--- config.mk ---
export PLATFORM = sky130hd
export DESIGN_NAME = snake_engine
export DESIGN_NICKNAME = d
export VERILOG_FILES = /design/src/rtl/snake_engine.sv
export SDC_FILE = /design/constraint.sdc
export NUM_CORES = 1
export LEC_CHECK = 0
export CAP_MARGIN = 30
export CORE_UTILIZATION = 60
export DETAILED_ROUTE_END_ITERATION = 12
export HOLD_SLACK_MARGIN = 0.1
export PLACE_DENSITY = 0.74
export SETUP_SLACK_MARGIN = 0.05
export SLEW_MARGIN = 20
export SYNTH_ARGS = -nofsm -noshare
export SYNTH_HDL_FRONTEND = slang
export SYNTH_SLANG_ARGS = --single-unit
--- constraint.sdc ---
create_clock -name clk -period 9.9 [get_ports clk]
set_input_delay 2.97 -clock clk [delete_from_list [all_inputs] [get_ports clk]]
set_output_delay 2.97 -clock clk [all_outputs]
set_load 0.02 [all_outputs]
--- src/rtl/snake_engine.sv ---
// Snake movement and rendering engine: ring-buffered body, one step per tick, with tail erase
// and head draw emitted as BLOCK x BLOCK pixel plots for the VGA adapter write port.
module snake_engine #(
  parameter int unsigned BLOCK   = 4,
  parameter int unsigned GRID_W  = 40,
  parameter int unsigned GRID_H  = 30,
  parameter int unsigned MAX_LEN = 32,
  parameter int unsigned X_W     = 8,
  parameter int unsigned Y_W     = 7
) (
  input  logic                       clk,
  input  logic                       resetn,
  input  logic                       tick,
  input  logic                       left,
  input  logic                       right,
  input  logic                       up,
  input  logic                       down,
  input  logic                       grow,
  input  logic [2:0]                 colour,
  output logic [X_W-1:0]             x,
  output logic [Y_W-1:0]             y,
  output logic [2:0]                 c_out,
  output logic                       plot,
  output logic                       busy,
  output logic                       game_over,
  output logic                       overrun,
  output logic [$clog2(MAX_LEN):0]   length
);
  localparam int unsigned CX_W  = $clog2(GRID_W + 1);
  localparam int unsigned CY_W  = $clog2(GRID_H + 1);
  localparam int unsigned PTR_W = (MAX_LEN > 1) ? $clog2(MAX_LEN) : 1;
  localparam int unsigned LEN_W = $clog2(MAX_LEN) + 1;
  localparam int unsigned PIX   = BLOCK * BLOCK;
  localparam int unsigned CNT_W = $clog2(PIX) + 1;

  localparam logic [X_W-1:0]   BlkX = X_W'(BLOCK);
  localparam logic [Y_W-1:0]   BlkY = Y_W'(BLOCK);
  localparam logic [CNT_W-1:0] BlkC = CNT_W'(BLOCK);

  typedef enum logic [2:0] {StIdle, StCalc, StScan, StErase, StDraw, StOver} state_e;
  typedef enum logic [1:0] {DirRight, DirLeft, DirUp, DirDown} dir_e;

  state_e            state;
  dir_e              dir, pending_dir, req_dir;
  logic              req_valid, grow_pending, hit, wall, scan_match, scan_last, pix_last;
  logic [CX_W-1:0]   buf_x [MAX_LEN];
  logic [CY_W-1:0]   buf_y [MAX_LEN];
  logic [PTR_W-1:0]  head_ptr, tail_ptr, scan_ptr;
  logic [CX_W-1:0]   new_x, base_x, step_x;
  logic [CY_W-1:0]   new_y, base_y, step_y;
  logic [LEN_W-1:0]  scan_cnt;
  logic [CNT_W-1:0]  cnt;
  logic [2:0]        colour_q;
  logic [X_W-1:0]    pix_x;
  logic [Y_W-1:0]    pix_y;

  assign busy = (state != StIdle) && (state != StOver);

  // Highest-priority pulse wins; a reversal against the last move is dropped outright.
  always_comb begin
    req_valid = 1'b1;
    req_dir   = pending_dir;
    if (left)       req_dir = DirLeft;
    else if (right) req_dir = DirRight;
    else if (up)    req_dir = DirUp;
    else if (down)  req_dir = DirDown;
    else            req_valid = 1'b0;
    if (req_dir == dir_e'(dir ^ 2'b01)) req_valid = 1'b0;
  end

  always_comb begin
    step_x = buf_x[head_ptr];
    step_y = buf_y[head_ptr];
    wall   = 1'b0;
    unique case (pending_dir)
      DirRight: if (step_x == CX_W'(GRID_W - 1)) wall = 1'b1; else step_x = step_x + CX_W'(1);
      DirLeft:  if (step_x == '0) wall = 1'b1; else step_x = step_x - CX_W'(1);
      DirUp:    if (step_y == '0) wall = 1'b1; else step_y = step_y - CY_W'(1);
      DirDown:  if (step_y == CY_W'(GRID_H - 1)) wall = 1'b1; else step_y = step_y + CY_W'(1);
    endcase
  end

  // The tail entry (scan_cnt == 0) vacates on a non-growing step, so it cannot collide.
  always_comb begin
    scan_ptr   = tail_ptr + PTR_W'(scan_cnt);
    scan_match = (buf_x[scan_ptr] == new_x) && (buf_y[scan_ptr] == new_y) &&
                 (grow_pending || (scan_cnt != '0));
    scan_last  = (scan_cnt == length - LEN_W'(1));
    pix_x      = X_W'(base_x) * BlkX + X_W'(cnt % BlkC);
    pix_y      = Y_W'(base_y) * BlkY + Y_W'(cnt / BlkC);
    pix_last   = (cnt == CNT_W'(PIX - 1));
  end

  always_ff @(posedge clk) begin
    if (!resetn) begin
      state        <= StDraw;
      dir          <= DirRight;
      pending_dir  <= DirRight;
      grow_pending <= 1'b0;
      game_over    <= 1'b0;
      overrun      <= 1'b0;
      plot         <= 1'b0;
      length       <= LEN_W'(1);
      head_ptr     <= '0;
      tail_ptr     <= '0;
      buf_x[0]     <= CX_W'(GRID_W / 2);
      buf_y[0]     <= CY_W'(GRID_H / 2);
      base_x       <= CX_W'(GRID_W / 2);
      base_y       <= CY_W'(GRID_H / 2);
      new_x        <= CX_W'(GRID_W / 2);
      new_y        <= CY_W'(GRID_H / 2);
      scan_cnt     <= '0;
      hit          <= 1'b0;
      cnt          <= '0;
      colour_q     <= colour;
      x            <= '0;
      y            <= '0;
      c_out        <= '0;
    end else begin
      plot <= 1'b0;
      if (state != StOver) begin
        if (req_valid) pending_dir <= req_dir;
        if (tick && busy) overrun <= 1'b1;
      end
      unique case (state)
        StIdle: if (tick) state <= StCalc;
        StCalc: begin
          dir      <= pending_dir;
          new_x    <= step_x;
          new_y    <= step_y;
          scan_cnt <= '0;
          hit      <= 1'b0;
          if (wall) begin
            state     <= StOver;
            game_over <= 1'b1;
          end else begin
            state <= StScan;
          end
        end
        StScan: begin
          scan_cnt <= scan_cnt + LEN_W'(1);
          hit      <= hit | scan_match;
          if (scan_last) begin
            if (hit || scan_match) begin
              state     <= StOver;
              game_over <= 1'b1;
            end else begin
              head_ptr                      <= head_ptr + PTR_W'(1);
              buf_x[head_ptr + PTR_W'(1)]   <= new_x;
              buf_y[head_ptr + PTR_W'(1)]   <= new_y;
              grow_pending                  <= 1'b0;
              cnt                           <= '0;
              if (grow_pending && (length < LEN_W'(MAX_LEN))) begin
                length   <= length + LEN_W'(1);
                base_x   <= new_x;
                base_y   <= new_y;
                colour_q <= colour;
                state    <= StDraw;
              end else begin
                // Latch the old tail now: at full length the push overwrites its slot.
                base_x <= buf_x[tail_ptr];
                base_y <= buf_y[tail_ptr];
                state  <= StErase;
              end
            end
          end
        end
        StErase, StDraw: begin
          plot  <= 1'b1;
          x     <= pix_x;
          y     <= pix_y;
          c_out <= (state == StErase) ? 3'd0 : colour_q;
          cnt   <= cnt + CNT_W'(1);
          if (pix_last) begin
            cnt <= '0;
            if (state == StErase) begin
              tail_ptr <= tail_ptr + PTR_W'(1);
              base_x   <= new_x;
              base_y   <= new_y;
              colour_q <= colour;
              state    <= StDraw;
            end else begin
              state <= StIdle;
            end
          end
        end
        StOver:  game_over <= 1'b1;
        default: state <= StIdle;
      endcase
      if (grow && (state != StOver)) grow_pending <= 1'b1;
    end
  end
endmodule

After elaboration in Yosys (flattened, before gate mapping) --
Memories as Yosys holds them, arrays and structs flattened. A register that Yosys moved wholly into a read port is not among the register bits. Index checks and enable logic that the tools add are counted.
Word-level totals: memory bits (writable) 352, output and inout bits 28, word-level logic and storage cells 187, memories 2, register bits 82
Memory list:
- buf_x | words 32, width 6, rd ports 3, clocked after memory_dff 2, write ports 1, RTL line 46 | logic [CX_W-1:0] buf_x [MAX_LEN];
- buf_y | words 32, width 5, rd ports 3, clocked after memory_dff 2, write ports 1, RTL line 47 | logic [CY_W-1:0] buf_y [MAX_LEN];
Operators by class: $lt $le $gt $ge 1, multiplexer cells 83, add/sub/neg operators 13, equal/unequal tests 30, bitwise logic cells 4, reductions and logical operators 33
Operators by type and width (number):
- 5-bit 2-to-1 mux | 21
- 6-bit 2-to-1 mux | 8
- 3-bit 2-to-1 mux | 14
- 6-bit one-hot mux with 2 select lines | 3
- 5-bit one-hot mux with 2 select lines | 3
- 1-bit 2-to-1 mux | 25
- 5-bit by 1-bit adder with 5-bit output, second input constant | 4
- 6-bit by 1-bit adder with 6-bit output, second input constant | 3
- 3-bit inequality test, second input constant | 6
- 3-bit one-hot mux with 5 select lines | 1
- 2-bit inequality test, second input constant | 7
- 6-bit == test | 2
- 3-bit AND reduction | 4
- 4-bit AND reduction | 3
- 6-bit by 1-bit subtractor with 6-bit output, second input constant | 2
- 8-bit by 2-bit adder with 8-bit output | 1
- 2-bit 2-to-1 mux | 4
- 2-bit nonzero test | 4
- 7-bit by 3-bit adder with 7-bit output | 1
- 3-bit by 2-bit == test with 1-bit output, second input constant | 2
- 3-bit == test, second input constant | 2
- 6-bit == test, second input constant | 1
- 1-bit logical AND | 6
- 6-bit logical NOT | 1
- other kinds (30) | 36

Longest topological paths before layout --
An unclocked memory read counts as a cell.
depth in word-level cells 13, depth in mapped cells 20

Worst setup path after synthesis --
OpenSTA, ideal clock, no wires.
path type register -> register, start point register scan_cnt[0], end point memory buf_x[0][0] in the netlist's numbering (enable), setup slack 4.533 ns, setup time 0.394 ns, clock period less this slack 5.367 ns, cell stages (with the launch flop) 16, arrival time 4.973 ns, cell sequence dfxtp_1 ha_1 inv_1 fa_1 xnor2_4 buf_6 buf_8 buf_2 buf_2 mux4_2 a32o_1 nor4_1 xnor2_1 nor4_1 or2_2 o21ai_0
On the way: longest elaborated chain between the ends 13, elaborated cells between the ends (all ways) 19
RTL lines:
- start, declared | RTL line 51 | logic [LEN_W-1:0] scan_cnt;
- start signal, assigned | RTL line 141 | scan_cnt <= scan_cnt + LEN_W'(1);
- 5-bit adder | RTL line 85 | scan_ptr = tail_ptr + PTR_W'(scan_cnt);
- memory 32 x 6 bit / memory 32 x 5 bit (equally long branches)
- 6-bit == test / 5-bit == test (equally long branches) | RTL line 86 | scan_match = (buf_x[scan_ptr] == new_x) && (buf_y[scan_ptr] == new_y) &&
- 1-bit logical AND (2 in a row) | RTL line 86
- 1-bit logical OR | RTL line 144 | if (hit || scan_match) begin
- 1-bit 2-to-1 mux | RTL line 144
- 1-bit 2-to-1 mux (*) | RTL line 143 | if (scan_last) begin
- 1-bit 2-to-1 mux (*) | RTL line 125 | unique case (state)
- 1-bit 2-to-1 mux (*) | RTL line 95 | if (!resetn) begin
- 1-bit 2-to-1 mux (not written as such) (*) | RTL line 149 | buf_x[head_ptr + PTR_W'(1)] <= new_x;
- 6-bit OR reduction (no line)
- 5-bit 2-to-1 mux (no line) / 1-bit 2-to-1 mux (equally long branches)
- end, declared | RTL line 46
Every way passes the cells marked *; elsewhere a longest branch is shown, timed or not.

Final worst setup path --
start point register scan_cnt[0], end point memory buf_y[8][4] in the netlist's numbering (enable)
On the way: longest elaborated chain between the ends 13, elaborated cells between the ends (all ways) 19
RTL lines:
- 5-bit adder | RTL line 85
- memory 32 x 6 bit / memory 32 x 5 bit (equally long branches)
- 6-bit == test / 5-bit == test (equally long branches) | RTL line 86
- 1-bit logical AND (2 in a row) | RTL line 86
- 1-bit logical OR | RTL line 144
- 1-bit 2-to-1 mux | RTL line 144
- 1-bit 2-to-1 mux (*) | RTL line 143
- 1-bit 2-to-1 mux (*) | RTL line 125
- 1-bit 2-to-1 mux (*) | RTL line 95
- 1-bit 2-to-1 mux (not written as such) (*) | RTL line 150 | buf_y[head_ptr + PTR_W'(1)] <= new_y;
- 5-bit OR reduction (no line)
- 5-bit 2-to-1 mux (no line) / 1-bit 2-to-1 mux (equally long branches)
- end, declared | RTL line 47
Marked as above.

==> summary.md <==
| Metric | Value |
|---|---|
| Status | `finished, final reports clean` |
| Wire length per cell | `33.67 um` |
| Relative slew margins | `28.69%` |
| DRC | `0` |
| Top cells by area, synth | `edfxtp_1 (44%), mux4_2 (26%), dfxtp_1 (7.3%)` |
| Worst EP required | `10.18 ns` |
| Initial antenna violation count | `0` |
| Slew at the pin with the worst max-slew slack | `1.070 ns` |
| Post-DRT Antenna Nets | `0` |
| Cell variety after synth | `71` |
| Post-route insts no fill | `2,219` |
| Post-synthesis register bit count | `444` |
| First-pass iteration count of the detailed router | `6` |
| Critical Path Source Type | `flop` |
| Fin Setup TNS | `0 ns` |
| Core Rows | `73` |
| Hold WC Path Type | `flop to flop` |
| Final period util | `68.87%` |
| Crit Reg-Reg Endpoint | `buf_y[8][4]` |
| Buffers added on ports | `38` |
| CP arrival | `7.10 ns` |
| Share of cells above drive strength 1 | `27.11%` |
| Design Power | `4.037 mW` |
| Multi-input gate area | `11,300 um^2` |
| Final Max Slew Viols | `0` |
| Hold path startpoint | `x[0]` |
| Die width | `203.4 um` |
| Hold-critical path depth | `2` |
| Post-Syn Instances | `1,627` |
| EDFF count, synth | `355` |
| Final setup viols | `0` |
| Placed cells | `2,126` |
| Max cap viols | `0` |
| CTS H-tree depth | `2` |
| Total GRT Usage | `37.24%` |
| R2R cell count | `15` |
| Pwr dens | `149.2 nW/um^2` |
| Pin count of the biggest net entering global routing | `64` |
| Syn nets | `1,658` |
| Clock Path Buffers | `3` |
| Fin Hold WS | `0.4512 ns` |
| Crit Path Class | `flop to flop` |
| Final wirelength | `74,710 um` |
| First-pass GRT wire length | `110,000 um` |
| Via density | `7.520` |
| Tmin final | `6.818 ns` |
| Synth Warn # | `0` |
| Initial core utilization | `60.98%` |
| Most frequent cells in the layout | `edfxtp_1 (355), mux4_2 (279), nand2_1 (146)` |
| Syn Area/Cell | `14.96 um^2` |
| Total CTS buffers | `47` |
| Primary FF master, synth | `edfxtp_1` |
| Fraction of registers with async set/reset | `0%` |
| Fin nets | `1,687` |
| Worst Setup End Kind | `flop` |
| Area delta synth->final | `11.15%` |
| Vias in the first global route | `16,353` |
| Worst Path Max Fanout | `45` |
| LEAKAGE | `8.903 nW` |
| Setup ws final | `3.082 ns` |
| CTS tree | `yes` |
| Max VDD drop | `0.1470 mV` |
| # fillers | `2,641` |
| Resize count post-CTS | `0` |
| Gr ovfl total | `0` |
| DP HPWL | `47,660 um` |
| Final Hold Fails | `0` |
| Seq/Total Area, Yosys | `51.12%` |
| FF+latch area | `12,460 um^2` |
| Core area | `39,910 um^2` |
| Total I/O pin count | `39` |
| Unrepaired setup endpoints after global routing | `false` |
| Synthesized cell area | `24,340 um^2` |
| DP Worst Slack | `2.798 ns` |
| Fin Clk Skew | `0.01231 ns` |
| Clock root cell | `clkbuf_16` |
| Die ar. | `41,370 um^2` |
| CTS sink count | `444` |
| Setup repair bufs after CTS | `0` |
| Yosys top cell area share | `43.80%` |
| Max Clk Rate | `146.7 MHz` |
| R2R setup slack | `3.08 ns` |
| CTS Hold Bufs | `0` |
| Worst-path clk slew | `0.06 ns` |
| Worst R2R Start | `scan_cnt[0]` |
| GP Congestion | `0.9486` |
| Iter 0 DRT Violations | `2,407` |
| Clk_lat worst skew | `0.60 ns` |
| Area leader, netlist | `edfxtp_1` |
| Vias | `16,687` |
| Die height | `203.4 um` |
| Commonest non-fill, non-tap cell in the layout | `edfxtp_1` |
| Hold EP | `x[0]` |
where the power goes:
group	leakage (nW)	switching, mW	total (mW)	internal (mW)
sequential	4.19	0.0232	2.03	2.01
combinational	3.93	0.0996	0.167	0.0672
clock	0.785	0.765	1.84	1.08
cell usage after synthesis (4+ instances only):
cell type and number:
o21ai_0 45, mux4_1 15, and2_1 9, nand3_1 37, nor4_1 7, a31oi_1 8
nand4_1 35, mux4_2 279, inv_1 25, and3_1 7, xor2_1 14, buf_4 6
nand2b_1 13, o31ai_1 6, a211o_1 7, a22oi_1 5, o211ai_1 11, buf_1 23
a211oi_1 14, edfxtp_1 355, xnor2_1 21, nor2_1 97, nand2_1 146, or2_2 5
mux2i_1 74, a21boi_0 4, o311ai_0 5, clkbuf_1 79, or3_1 6, and2_4 5
ha_1 19, dfxtp_1 89, buf_2 15, a21oi_1 58, nor3_1 18, a311oi_1 5
worst max path at each step:
stage,cells past startpoint,start,slack [ns],endpoint
5_1_grt,15,scan_cnt[0],2.92,buf_y[29][3]
4_1_cts,14,scan_cnt[0],2.78,buf_y[0][0]
2_1_floorplan,15,scan_cnt[0],4.53,buf_x[0][0]
3_3_place_gp,14,scan_cnt[0],2.72,buf_y[11][3]
3_5_place_dp,14,scan_cnt[0],2.80,buf_y[7][0]
6_report,15,scan_cnt[0],3.08,buf_y[8][4]
cells by family after synthesis:
kind of cell,synth area share [%]
AOI/OAI and AO/OA,5.413
buffers and inverters,2.637
adders and majority gates,1.059
xor gates and xnor gates,1.373
and+or+nand+nor,7.824
DFF,51.12
muxes,30.57
through the flow:
step                      instance area (um^2)  util (%)
after floorplan                          24340         -
after global placement                   25340     63.48
after detailed placement                 25360     63.55
after CTS                                26960     67.56
after global routing                     27050     67.77
final                                    27050     67.77
routing by layer:
metal | track usage [%] | vias to the layer above | wire length (um)
met1 | 47.78 | 8281 | 25130
met4 | 21.89 | 0 | 4991
met2 | 55.97 | 1407 | 33670
met5 | 0 | - | 0
li1 | - | 6707 | -
met3 | 12.08 | 292 | 10920
registers in the layout (all words and copies together) (netlist names), 5 cells and up, named ones only:
register	count
base_x	6
scan_cnt	6
head_ptr	5
tail_ptr	5
length	6
buf_y	160
y	7
cnt	5
new_x	6
x	8
new_y	5
buf_x	192
base_y	5
area by class of cell:
class	count	area share [%]
Clock buffer	65	5.074
Inverter	27	0.3747
Tap cell	525	2.428
Antenna cell	1	0.009251
Sequential cell	444	46.06
Timing Repair Buffer	106	3.427
Multi-Input combinational cell	1030	41.79
Clock inverter	21	0.8418
worst max-delay path: stages, from the launching register on:
cell	delay, ns
dfxtp_1	0.46
ha_2	0.25
inv_1	0.06
fa_4	0.49
xnor2_4	0.14
buf_4	0.46
buf_4	0.70
mux4_1	0.66
mux4_2	0.49
mux2i_1	0.43
xnor2_1	0.24
or4_4	0.21
o41a_1	0.48
nand3b_1	0.37
nor2_1	0.65
buf_4	0.37
Note: power is estimated with default switching activity, not from simulation.
